`config.mk`:
```
export PLATFORM = sky130hd
export DESIGN_NAME = ram_prog_loader
export DESIGN_NICKNAME = d
export VERILOG_FILES = /design/src/rtl/ram_prog_loader.sv
export SDC_FILE = /design/constraint.sdc
export NUM_CORES = 1
export LEC_CHECK = 0
export ABC_AREA = 1
export BUFFER_PORTS_ARGS = -buffer_cell sky130_fd_sc_hd__buf_2
export CELL_PAD_IN_SITES_DETAIL_PLACEMENT = 0
export CELL_PAD_IN_SITES_GLOBAL_PLACEMENT = 2
export CORE_MARGIN = 2
export CORE_UTILIZATION = 24
export CTS_BUF_LIST = sky130_fd_sc_hd__clkbuf_8
export DETAILED_ROUTE_END_ITERATION = 10
export PLACE_DENSITY = 0.64
export SYNTH_ARGS = -nofsm -noshare
export SYNTH_HDL_FRONTEND = slang
export SYNTH_SLANG_ARGS = --single-unit
```
`constraint.sdc`:
```
create_clock -name clk -period 3.3 [get_ports clk]
set_input_delay 0.165 -clock clk [delete_from_list [all_inputs] [get_ports clk]]
set_output_delay 0.165 -clock clk [all_outputs]
set_load 0.03 [all_outputs]
```
`src/rtl/ram_prog_loader.sv`:
```
// Front-panel programming sequencer for the 16x8 RAM/MAR block: button cleanup, store/set/clear-all writes.
// Optional per-button debounce counters are compiled in with RAM_PROG_LOADER_DEBOUNCE_EN.
module ram_prog_loader #(
    parameter int DEBOUNCE_CYCLES = 16
) (
    input  logic       clk,
    input  logic       clear,
    input  logic [7:0] sw_data,
    input  logic [3:0] sw_addr,
    input  logic       store_btn,
    input  logic       set_addr_btn,
    input  logic       clear_all_btn,
    input  logic       run_mode,
    output logic [3:0] dipswitch_addr,
    output logic [7:0] dipswitch_data,
    output logic       prog_mode,
    output logic       addr_select,
    output logic       write_enable,
    output logic       busy
);

    typedef enum logic [3:0] {
        IDLE      = 4'd0,
        SETUP     = 4'd1,
        WRITE     = 4'd2,
        HOLD      = 4'd3,
        ADVANCE   = 4'd4,
        WAIT_REL  = 4'd5,
        CLR_SETUP = 4'd6,
        CLR_WRITE = 4'd7,
        CLR_NEXT  = 4'd8
    } state_t;

    // Button bit order: [2] clear_all, [1] set_addr, [0] store
    logic [2:0] raw_s;
    logic [2:0] sync1_r;
    logic [2:0] sync2_r;
    logic [2:0] clean_s;
    logic [2:0] clean_d_r;
    logic [2:0] press_s;

    state_t     state_r;
    state_t     next_state_s;
    logic [3:0] addr_r;
    logic [3:0] addr_next_s;
    logic [7:0] data_r;
    logic [7:0] data_next_s;
    logic       we_r;
    logic       we_next_s;
    logic       prog_r;
    logic       prog_next_s;
    logic       busy_r;

    assign raw_s = {clear_all_btn, set_addr_btn, store_btn};

    // Two-flop synchronizer for the raw button levels
    always_ff @(posedge clk) begin
        if (clear) begin
            sync1_r <= 3'b000;
            sync2_r <= 3'b000;
        end else begin
            sync1_r <= raw_s;
            sync2_r <= sync1_r;
        end
    end

`ifdef RAM_PROG_LOADER_DEBOUNCE_EN
    localparam int CNT_W = $clog2(DEBOUNCE_CYCLES);
    localparam logic [CNT_W-1:0] CNT_LAST = CNT_W'(DEBOUNCE_CYCLES - 1);

    logic [CNT_W-1:0] db_cnt_r [3];
    logic [2:0]       clean_r;

    // Per-button stability counter; the level flips after DEBOUNCE_CYCLES differing samples in a row
    always_ff @(posedge clk) begin
        if (clear) begin
            clean_r <= 3'b000;
            for (int i = 0; i < 3; i++) begin
                db_cnt_r[i] <= CNT_W'(0);
            end
        end else begin
            for (int i = 0; i < 3; i++) begin
                if (sync2_r[i] != clean_r[i]) begin
                    if (db_cnt_r[i] == CNT_LAST) begin
                        clean_r[i]  <= sync2_r[i];
                        db_cnt_r[i] <= CNT_W'(0);
                    end else begin
                        db_cnt_r[i] <= db_cnt_r[i] + CNT_W'(1);
                    end
                end else begin
                    db_cnt_r[i] <= CNT_W'(0);
                end
            end
        end
    end

    assign clean_s = clean_r;
`else
    localparam int debounce_cycles_unused = DEBOUNCE_CYCLES;

    assign clean_s = sync2_r;
`endif

    assign press_s = clean_s & ~clean_d_r;

    // Next-state, address and data selection for the store / set / clear-all sequences
    always_comb begin
        next_state_s = state_r;
        addr_next_s  = addr_r;
        data_next_s  = data_r;
        we_next_s    = 1'b0;
        prog_next_s  = 1'b0;
        case (state_r)
            IDLE: begin
                if (!run_mode && press_s[2]) begin
                    addr_next_s  = 4'd0;
                    data_next_s  = 8'h00;
                    next_state_s = CLR_SETUP;
                end else if (!run_mode && press_s[1]) begin
                    addr_next_s  = sw_addr;
                    next_state_s = WAIT_REL;
                end else if (!run_mode && press_s[0]) begin
                    data_next_s  = sw_data;
                    next_state_s = SETUP;
                end else begin
                    next_state_s = IDLE;
                end
            end
            SETUP:     next_state_s = WRITE;
            WRITE:     next_state_s = HOLD;
            HOLD: begin
                addr_next_s  = addr_r + 4'd1;
                next_state_s = ADVANCE;
            end
            ADVANCE:   next_state_s = WAIT_REL;
            WAIT_REL: begin
                if (clean_s == 3'b000) begin
                    next_state_s = IDLE;
                end else begin
                    next_state_s = WAIT_REL;
                end
            end
            CLR_SETUP: next_state_s = CLR_WRITE;
            CLR_WRITE: next_state_s = CLR_NEXT;
            CLR_NEXT: begin
                addr_next_s = addr_r + 4'd1;
                if (addr_r == 4'd15) begin
                    next_state_s = WAIT_REL;
                end else begin
                    next_state_s = CLR_SETUP;
                end
            end
            default: begin
                next_state_s = IDLE;
            end
        endcase
        // Strobe only in write states, which are never reached while the bus owns the RAM
        we_next_s   = (next_state_s == WRITE) || (next_state_s == CLR_WRITE);
        prog_next_s = (state_r == IDLE) && run_mode;
    end

    // State and registered output update
    always_ff @(posedge clk) begin
        if (clear) begin
            state_r   <= IDLE;
            addr_r    <= 4'd0;
            data_r    <= 8'h00;
            we_r      <= 1'b0;
            prog_r    <= 1'b0;
            busy_r    <= 1'b0;
            clean_d_r <= 3'b000;
        end else begin
            state_r   <= next_state_s;
            addr_r    <= addr_next_s;
            data_r    <= data_next_s;
            we_r      <= we_next_s;
            prog_r    <= prog_next_s;
            busy_r    <= (next_state_s != IDLE);
            clean_d_r <= clean_s;
        end
    end

    assign dipswitch_addr = addr_r;
    assign dipswitch_data = data_r;
    assign write_enable   = we_r;
    assign prog_mode      = prog_r;
    assign addr_select    = prog_r;
    assign busy           = busy_r;

endmodule

```
Word level (Yosys, flattened, before mapping):

Cells that the tools add are included.

* bits in registers: 28
* bits of input ports: 18
* output and inout bits: 16

* add/subtract/negate cells: 1
* equal/unequal tests: 13
* muxes and demuxes: 12
* bitwise gates (word level): 2
* reductions and logical operators: 14

Operator list (count)
* $pmux W4 S9: 1
* $mux W8: 3
* $eq A4 B3 Y1 const B: 5
* $eq A4 B2 Y1 const B: 3
* $mux W3: 3
* $eq A4 B4 Y1 const B: 2
* $mux W4: 2
* $pmux W4 S2: 1
* $add A4 B1 Y4 const B: 1
* $eq A4 B1 Y1 const B: 1
* $logic_and A1 B1 Y1: 4
* $logic_not A4 Y1: 1
* $reduce_bool A2 Y1: 2
* $reduce_bool A4 Y1: 1
* $and A3 B3 Y3: 1
* $logic_not A3 Y1: 1
* $ne A3 B3 Y1 const B: 1
* $not A3 Y3: 1
* $reduce_and A3 Y1: 1
* $mux W2: 1
* $ne A2 B2 Y1 const B: 1
* $reduce_and A2 Y1: 1
* $reduce_or A2 Y1: 1
* $logic_not A1 Y1: 1
* other kinds (2): 2

Logic depth before layout (Yosys ltp):

Gate-level depths: netlist of run 1.

* depth after elaboration: 9
* gate-level depth with buffers: 9
* depth with buffers taken out: 9

Worst setup path after synthesis of run 1:

OpenSTA, ideal clock, no wires.

* path type: register to register
* start point: register addr_r[0] (netlist: dipswitch_addr[0])
* end point: register busy_r (netlist: busy)
* library setup time: 121 ps
* arrival time: 1302 ps
* data required time: 3179 ps
* path slack: 1877 ps
* cell stages (with the launch flop): 9
* period minus slack after synthesis: 1423 ps
* cells stage by stage: dfxtp_1 > ha_1 > nand3_1 > nand3_1 > nand3_1 > nor2_1 > nand3_1 > nor2_1 > nor2_1

* cells in the longest elaborated chain, start to end: 4

RTL lines
* start: declaration: RTL line 44 `logic [3:0] addr_r;`
* start signal: assignment: RTL line 174 `addr_r <= addr_next_s;`
* $eq A4 B4 Y1: RTL line 147 `if (addr_r == 4'd15) begin`
* $mux W2: RTL line 147
* $pmux W4 S9: RTL line 113 `case (state_r)`
* $reduce_bool A4 Y1: RTL line 178 `busy_r <= (next_state_s != IDLE);`
* end signal: assignment: RTL line 178
* end: declaration: RTL line 52 `logic busy_r;`

Every way passes these cells.
A chain may end at the register's enable or synchronous reset.

Worst setup path in the final report of run 1:

Same ends and word-level chain as after synthesis.

==> flow_summary.ini, run 1 <==
[timing]
finalMaxSlewViolations = 0
post-route-min-period_ns = 1.47
rsz0062_at_grt = false
worst-slew-pin-transition_ns = 0.564
fin_tns_setup_ns = 0
slew_headroom = 0.624
finClkSkew_ns = 0.0104
max_clock_freq_mhz = 679
finalSetupViolCount = 0
fin_crit_sh = 0.447
hold_viol = 0

[clock_tree]
cts-root-buf = clkbuf_8
cts_made_buffers = 3
clk_path_buf_depth = 2
h-tree-depth = 1
cts_sinks = 28
clk_latency_ns = 0.28
cts_setup_buffers = 0
ctsResizeCount = 0
cts_tree = built
hold_buffers = 0
clkSlewWorstSetupHoldPaths_ns = 0.10

[grt]
grt_pass1_vias = 1107
grt_pass1_wl_um = 4950
grt.total_usage = 0.104
grt_antenna_before_repair = 0
grt_overflow = 0
grt_max_degree = 26

[power]
power.density_nw_per_um2 = 566
cellLeakagePower_nw = 0.716
ir_drop_uv = 155

[layout]
post-route-cell-area_um2 = 1560
fin_nets = 222
drive_gt1_frac = 0.332
area_delta_synth_final_pct = 20.8
n_antenna_cell = 0

[worst_setup_path]
reg2reg_depth = 8
endpoint = busy
critical_path_class = reg -> reg
regToRegSetupSlack_ns = 1.83
start_kind = register
crit_arrival_ns = 1.62
crit_start = dipswitch_addr[0]
r2r_end = busy
path_max_fanout = 5
crit_path_end_kind = register
reg2reg_from = dipswitch_addr[0]
worst_ep_required_time_ns = 3.45

[floorplan]
die_area_um2 = 5970
core_area_um2 = 5140
initial_core_util = 0.250
die_w_um = 77.2
fp-row-count = 26
ios = 34
die_h_um = 77.2

[route]
viasPerCell = 4.13
finalWirelength_um = 2850
postRouteAntennaNets = 0
wl_per_cell_um = 10.5
route.detailed.drc = 0
initialDrtViolationCount = 42
via_count = 1122
drt-pass1-iter-count = 4

[synth]
synth.distinct_cells = 25
synth.most_common_cell = nor2_1
synthTopCellsByArea = dfxtp_1 44%, nor2_1 9.0%, nand2_1 8.5%
synthDominantCellAreaShare = 0.435
syn_nets = 189
avgSynthCellArea_um2 = 7.57
syn_area_um2 = 1290
synth.top_cells.by_count = 31 x nor2_1, 29 x nand2_1, 28 x dfxtp_1
ys_ff_latch = 28
ys_async_sr_fraction = 0
synth-warning-count = 0
seq_area_frac_synth = 0.435
synth_flop_cell = dfxtp_1
netlist_instances = 170
synth_area_leader_cell = dfxtp_1
synth_enable_flop_cells = 0

[placed_design]
place.gp.congestion = 0.776
io_buffer_count = 33
dpl.hpwl_um = 2110
placed_cell_area_um2 = 1500

[job]
drv_cap = 0

[run_status]
status = complete, no violations

[worst_hold_path]
hold_class = in -> reg
report_power, final:
| group | internal [W] | leakage [nW] | switching [W] | total (W) |
|---|---|---|---|---|
| Combinational | 0.0000862 | 0.459 | 0.000178 | 0.000264 |
| Clock | 0.000107 | 0.0288 | 0.000109 | 0.000216 |
| Sequential | 0.000372 | 0.229 | 0.0000284 | 0.000401 |
| Total | 0.000565 | 0.716 | 0.000315 | 0.000880 |
routing by layer:
metal / global-route usage / wire length [µm] / part of all wire
met1: 0.126 / 1370 / 0.48
met3: 0.0224 / 147 / 0.052
met5: 0 / 0 / 0
met4: 0.0321 / 32 / 0.011
met2: 0.181 / 1300 / 0.46
state kept, by name, indices dropped and copies added (netlist names):
signal          cells
addr_select         1
busy                1
clean_d_r           3
clean_s             3
dipswitch_addr      4
dipswitch_data      8
state_r             4
sync1_r             3
write_enable        1
cells in the final DEF (no fill, tap or decap), drive strengths merged:
| cell | instances |
|---|---|
| a21oi | 15 |
| clkbuf | 4 |
| buf | 33 |
| and3 | 1 |
| nor3 | 1 |
| inv | 20 |
| nor2 | 36 |
| o21ai | 6 |
| nand2 | 40 |
| xnor2 | 1 |
| or2 | 1 |
| nand3b | 1 |
| nand3 | 14 |
| dfxtp | 28 |
| ha | 1 |
metrics by stage:
step / worst slack [ns] / util / hold WS (ns) / total power (W) / std cells
after global placement: 1.88 / 0.292 / 0.364 / 0.000676 / 268
after detailed placement: 1.89 / 0.292 / 0.372 / 0.000675 / 268
final: 1.83 / 0.303 / 0.0782 / 0.000880 / 272
after global routing: 1.64 / 0.303 / 0.0731 / 0.000950 / 272
after floorplan: 1.88 / - / 0.272 / 0.000610 / 170
after CTS: 1.84 / 0.303 / 0.0721 / 0.000896 / 272
worst max-delay path: stages, from the launching register on:
cell     delay, ns
dfxtp_1       0.42
ha_1          0.22
nand3_1       0.12
nand3_1       0.11
nand3_1       0.08
nor2_1        0.16
nand3_1       0.10
nor2_1        0.09
nor2_1        0.04
cells by family (layout without fill, tap and decap cells):
| group | after synthesis | in the layout | synth area share |
|---|---|---|---|
| flip-flops | 28 | 28 | 0.435 |
| buffers and inverters | 25 | 57 | 0.0913 |
| adder cells (fa/ha/maj) | 1 | 1 | 0.00972 |
| XOR/XNOR | 1 | 1 | 0.00680 |
| AO/OA/AOI/OAI | 21 | 21 | 0.111 |
| AND/OR/NAND/NOR | 94 | 94 | 0.346 |
worst min-delay path by stage:
stage / slack (ns) / start / endpoint / depth (start not counted)
after floorplan: 0.27 / store_btn / sync1_r[0] / 2
after global placement: 0.36 / store_btn / sync1_r[0] / 3
after detailed placement: 0.37 / store_btn / sync1_r[0] / 3
after CTS: 0.07 / store_btn / sync1_r[0] / 3
after global routing: 0.07 / set_addr_btn / sync1_r[1] / 3
final: 0.08 / set_addr_btn / sync1_r[1] / 3
layout make-up:
| type | instances | area (µm²) |
|---|---|---|
| Fill cell | 599 | 3580 |
| Multi-Input combinational cell | 117 | 609 |
| Sequential cell | 28 | 561 |
| Timing Repair Buffer | 33 | 165 |
| Tap cell | 70 | 87.6 |
| Inverter | 20 | 77.6 |
| Clock buffer | 4 | 55.1 |
Note: power is estimated with default switching activity, not from simulation.
==> inputs of run 2 (changes only) <==
==> constraint.sdc (replaced) <==
create_clock -name clk -period 1.5 [get_ports clk]
set_input_delay 0.075 -clock clk [delete_from_list [all_inputs] [get_ports clk]]
set_output_delay 0.075 -clock clk [all_outputs]
set_load 0.03 [all_outputs]
==> flow_summary.ini, run 2 (same netlist as run 1, synthesis figures left out) <==
[run_status]
status = complete, no violations

[timing]
finClkSkew_ns = 0.00386
slew_headroom = 0.742
post-route-min-period_ns = 1.33
hold_viol = 0
max_clock_freq_mhz = 754
fin_tns_setup_ns = 0
fin_crit_sh = 0.884
finalMaxSlewViolations = 0
worst-slew-pin-transition_ns = 0.386
worst_hold_slack_ns = 0.0270
rsz0062_at_grt = false
finalSetupViolCount = 0

[floorplan]
die_h_um = 77.2
core_area_um2 = 5140
initial_core_util = 0.250
die_area_um2 = 5970
ios = 34
fp-row-count = 26
die_w_um = 77.2

[worst_setup_path]
cpPeakStageDelay_ns = 0.38
crit_start = state_r[1]
endpoint = busy
cp_num_cells = 8
start_kind = register
regToRegSetupSlack_ns = 0.17
crit_arrival_ns = 1.49
crit_buf_inv = 1
reg2reg_depth = 8
crit_chain = nand2_1, inv_1, nand2_1, nand2_4, a21oi_2, nand3_1, nor2_1, nor2_1
critical_path_class = reg -> reg
cp_top_family = simple AND/OR/NAND/NOR gates
crit_path_end_kind = register
r2r_end = busy
reg2reg_from = state_r[1]
path_max_fanout = 6
worst_path_max_delay_cell = dfxtp_1
worst_ep_required_time_ns = 1.66

[clock_tree]
cts-root-buf = clkbuf_8
cts_made_buffers = 3
cts_tree = built
clk_path_buf_depth = 2
clk_latency_ns = 0.27
h-tree-depth = 1
cts_sinks = 28
clkSlewWorstSetupHoldPaths_ns = 0.09
cts_setup_buffers = 0

[route]
wl_per_cell_um = 10.4
wl_met2_um = 1360
drt-pass1-iter-count = 4
postRouteAntennaNets = 0
route.detailed.drc = 0
wl_met1_um = 1340
highest_layer = met4
initialDrtViolationCount = 29
met3WireLength_um = 137
finalWirelength_um = 2870
viasPerCell = 4.07
via_count = 1127

[layout]
post-route-cell-area_um2 = 1610
fin_util = 0.312
largest_reg_flops = 8
drive_gt1_frac = 0.348
layout_common_cells = 33 x buf_2, 30 x nor2_1, 29 x nand2_1
fin_nets = 227
final_common_cell = buf_2
area_delta_synth_final_pct = 24.7
n_antenna_cell = 0

[placed_design]
dpl.hpwl_um = 2210
place.gp.congestion = 0.795
placed_cell_area_um2 = 1520
io_buffer_count = 33

[power]
power_frac_comb = 0.305
cellLeakagePower_nw = 0.740
swShare = 0.353
power.internal_w = 0.00126
ir_drop_uv = 354
switchingPower_w = 0.000685
sequentialPowerShare = 0.455
power.density_nw_per_um2 = 1210
clockPowerShare = 0.240

[grt]
grt_overflow = 0
grt_pass1_vias = 1078
grt_pass1_wl_um = 4930
grt_antenna_before_repair = 0
grt_max_degree = 16
grt.total_usage = 0.105

[job]
drv_cap = 0

[worst_hold_path]
hold_class = in -> reg
==> run 2: worst min path at each step <==
| stage | start | end | slack [ns] | cells after the start |
|---|---|---|---|---|
| floorplan | store_btn | sync1_r[0] | 0.18 | 2 |
| global placement | store_btn | sync1_r[0] | 0.28 | 3 |
| finish | sw_addr[0] | dipswitch_addr[0] | 0.03 | 3 |
| CTS | sw_addr[0] | dipswitch_addr[0] | 0.02 | 3 |
| detailed placement | set_addr_btn | sync1_r[1] | 0.28 | 3 |
| global route | sw_data[4] | dipswitch_data[4] | 0.03 | 3 |
==> run 2: power groups by stage <==
stage,clock network (W),logic (W),registers [W]
floorplan,0,0.000362,0.000981
global placement,0,0.000593,0.000900
detailed placement,0,0.000586,0.000901
CTS,0.000500,0.000595,0.000884
global route,0.000529,0.000665,0.000897
finish,0.000465,0.000592,0.000884
==> run 2: per-stage QoR <==
step                std cells  power (W)  worst slack (ns)
floorplan                 170    0.00134            0.0771
global placement          270    0.00149            0.0823
detailed placement        270    0.00149             0.112
CTS                       277    0.00198            0.0813
global route              277    0.00209          0.000181
finish                    277    0.00194             0.174
==> run 2: layer usage <==
metal  GRT usage  vias to the layer above
met3      0.0259                        4
met2       0.175                       24
met5           0                        -
met4      0.0429                        0
met1       0.128                      497
li1            -                      602
==> run 2: worst register-to-register path, cell delays in order (launching register included) <==
cell     delay, ns
dfxtp_1       0.38
nand2_1       0.11
inv_1         0.06
nand2_1       0.12
nand2_4       0.09
a21oi_2       0.21
nand3_1       0.11
nor2_1        0.11
nor2_1        0.04
==> run 2: cell type report <==
class,count,area [µm²]
fill,598,3530
multi-input combinational,117,612
sequential,28,563
timing repair buffer,38,210
tap,70,87.6
inverter,20,77.6
clock buffer,4,55.1
==> run 2: timing repair <==
action | 4_1_cts | 5_1_grt
setup endpoints to repair | 0 | 1
hold buffers | 3 | 0
endpoints found under the hold margin | 3 | 0
resized for setup | 0 | 3
==> inputs of run 3 (changes only) <==
--- a/config.mk
+++ b/config.mk
@@ -10,10 +10,10 @@
 export CELL_PAD_IN_SITES_DETAIL_PLACEMENT = 0
 export CELL_PAD_IN_SITES_GLOBAL_PLACEMENT = 2
 export CORE_MARGIN = 2
-export CORE_UTILIZATION = 24
+export CORE_UTILIZATION = 25
 export CTS_BUF_LIST = sky130_fd_sc_hd__clkbuf_8
 export DETAILED_ROUTE_END_ITERATION = 10
-export PLACE_DENSITY = 0.64
+export PLACE_DENSITY = 0.67
 export SYNTH_ARGS = -nofsm -noshare
 export SYNTH_HDL_FRONTEND = slang
 export SYNTH_SLANG_ARGS = --single-unit
==> flow_summary.ini, run 3 (same netlist as run 1, synthesis figures left out) <==
[route]
via_count = 1128
wl_per_cell_um = 10.1
drt-pass1-iter-count = 4
postRouteAntennaNets = 0
viasPerCell = 4.10
route.detailed.drc = 0
finalWirelength_um = 2760
initialDrtViolationCount = 28

[timing]
hold_viol = 0
fin_tns_setup_ns = 0
finalSetupViolCount = 0
finalMaxSlewViolations = 0
finClkSkew_ns = 0.00471
fin_ws_ns = 0.174
worst-slew-pin-transition_ns = 0.369
max_clock_freq_mhz = 754
post-route-min-period_ns = 1.33
slew_headroom = 0.754
worst_hold_slack_ns = 0.0312
fin_crit_sh = 0.884

[clock_tree]
cts-root-buf = clkbuf_8
cts_setup_buffers = 0
cts_made_buffers = 3
cts_tree = built
h-tree-depth = 1
clk_path_buf_depth = 2
clkSlewWorstSetupHoldPaths_ns = 0.09
clk_latency_ns = 0.27
cts_sinks = 28

[power]
sequentialPowerShare = 0.472
power.density_nw_per_um2 = 1180
clockPowerShare = 0.214
finalPower_w = 0.00188
swShare = 0.360
power_frac_comb = 0.315
power.internal_w = 0.00120
ir_drop_uv = 296
cellLeakagePower_nw = 0.725
switchingPower_w = 0.000676

[worst_setup_path]
start_kind = register
crit_path_end_kind = register
path_max_fanout = 6
worst_path_max_delay_cell = dfxtp_1
cp_top_family = simple AND/OR/NAND/NOR gates
cpPeakStageDelay_ns = 0.42
crit_chain = inv_1, nor2_1, nand2_2, nand3_1, nand2_1, a21oi_1, nor2_1
critical_path_class = reg -> reg
crit_buf_inv = 1
worst_ep_required_time_ns = 1.67
crit_arrival_ns = 1.50
cpMostUsedCell = nor2_1

[floorplan]
ios = 34
die_area_um2 = 5740
die_h_um = 75.8
initial_core_util = 0.255
fp-row-count = 26
core_area_um2 = 5040
die_w_um = 75.8

[job]
drv_cap = 0

[grt]
grt_pass1_vias = 1058
grt_pass1_wl_um = 4640
grt_overflow = 0
grt.total_usage = 0.107
grt_antenna_before_repair = 0
grt_max_degree = 17

[layout]
post-route-cell-area_um2 = 1590
layout_common_cells = 33 x buf_2, 29 x nor2_1, 29 x nand2_1
n_antenna_cell = 0
largest_reg_flops = 8
fill_cells = 562
area_delta_synth_final_pct = 23.5
fin_nets = 226
final_common_cell = buf_2
drive_gt1_frac = 0.356

[placed_design]
place_ws_ns = 0.114
placed_cell_area_um2 = 1510
io_buffer_count = 33
place.gp.congestion = 0.757
dpl.hpwl_um = 2160

[worst_hold_path]
hold_class = in -> reg

[run_status]
status = complete, no violations
==> run 3: worst paths after layout <==
path,from,end,slack [ns],depth (start not counted)
min,sw_addr[3],dipswitch_addr[3],0.03,3
max,state_r[3],dipswitch_addr[0],0.17,7
min reg2reg,sync1_r[1],clean_s[1],0.40,2
max reg2reg,state_r[3],dipswitch_addr[0],0.17,7
==> run 3: power by group through the flow <==
stage | Clock, W | Sequential (W) | Combinational (W)
final | 0.000401 | 0.000886 | 0.000591
after global routing | 0.000450 | 0.000901 | 0.000663
after CTS | 0.000425 | 0.000885 | 0.000595
after detailed placement | 0 | 0.000902 | 0.000588
after global placement | 0 | 0.000899 | 0.000588
after floorplan | 0 | 0.000981 | 0.000362
==> run 3: timing repair <==
action	4_1_cts	5_1_grt
setup endpoints to repair	0	2
endpoints found under the hold margin	3	0
hold buffers	3	0
gates resized for setup	0	6
==> run 3: metrics by stage <==
step,cells,util
floorplan,170,-
global placement,269,0.299
detailed placement,269,0.299
CTS,275,0.313
global route,275,0.315
finish,275,0.315
==> run 3: layout make-up <==
cell class,count,area [µm²],share of cell area
multi-input cells,117,617,0.388
flip-flops and latches,28,564,0.355
repair buffers,37,203,0.127
well taps,70,87.6,0.0551
inverters,20,77.6,0.0488
clock buffers,3,41.3,0.0260
==> run 3: routing by layer <==
layer / vias to the layer above / GRT usage / share of wire
met2: 25 / 0.180 / 0.44
met3: 5 / 0.0238 / 0.050
li1: 601 / - / -
met4: 0 / 0.0526 / 0.021
met5: - / 0 / 0
met1: 497 / 0.127 / 0.49
==> run 3: worst reg2reg max path: stages, from the launching register on <==
cell and delay, ns:
dfxtp_1 0.42, inv_1 0.06, nor2_1 0.18, nand2_2 0.12, nand3_1 0.21, nand2_1 0.08
a21oi_1 0.12, nor2_1 0.05
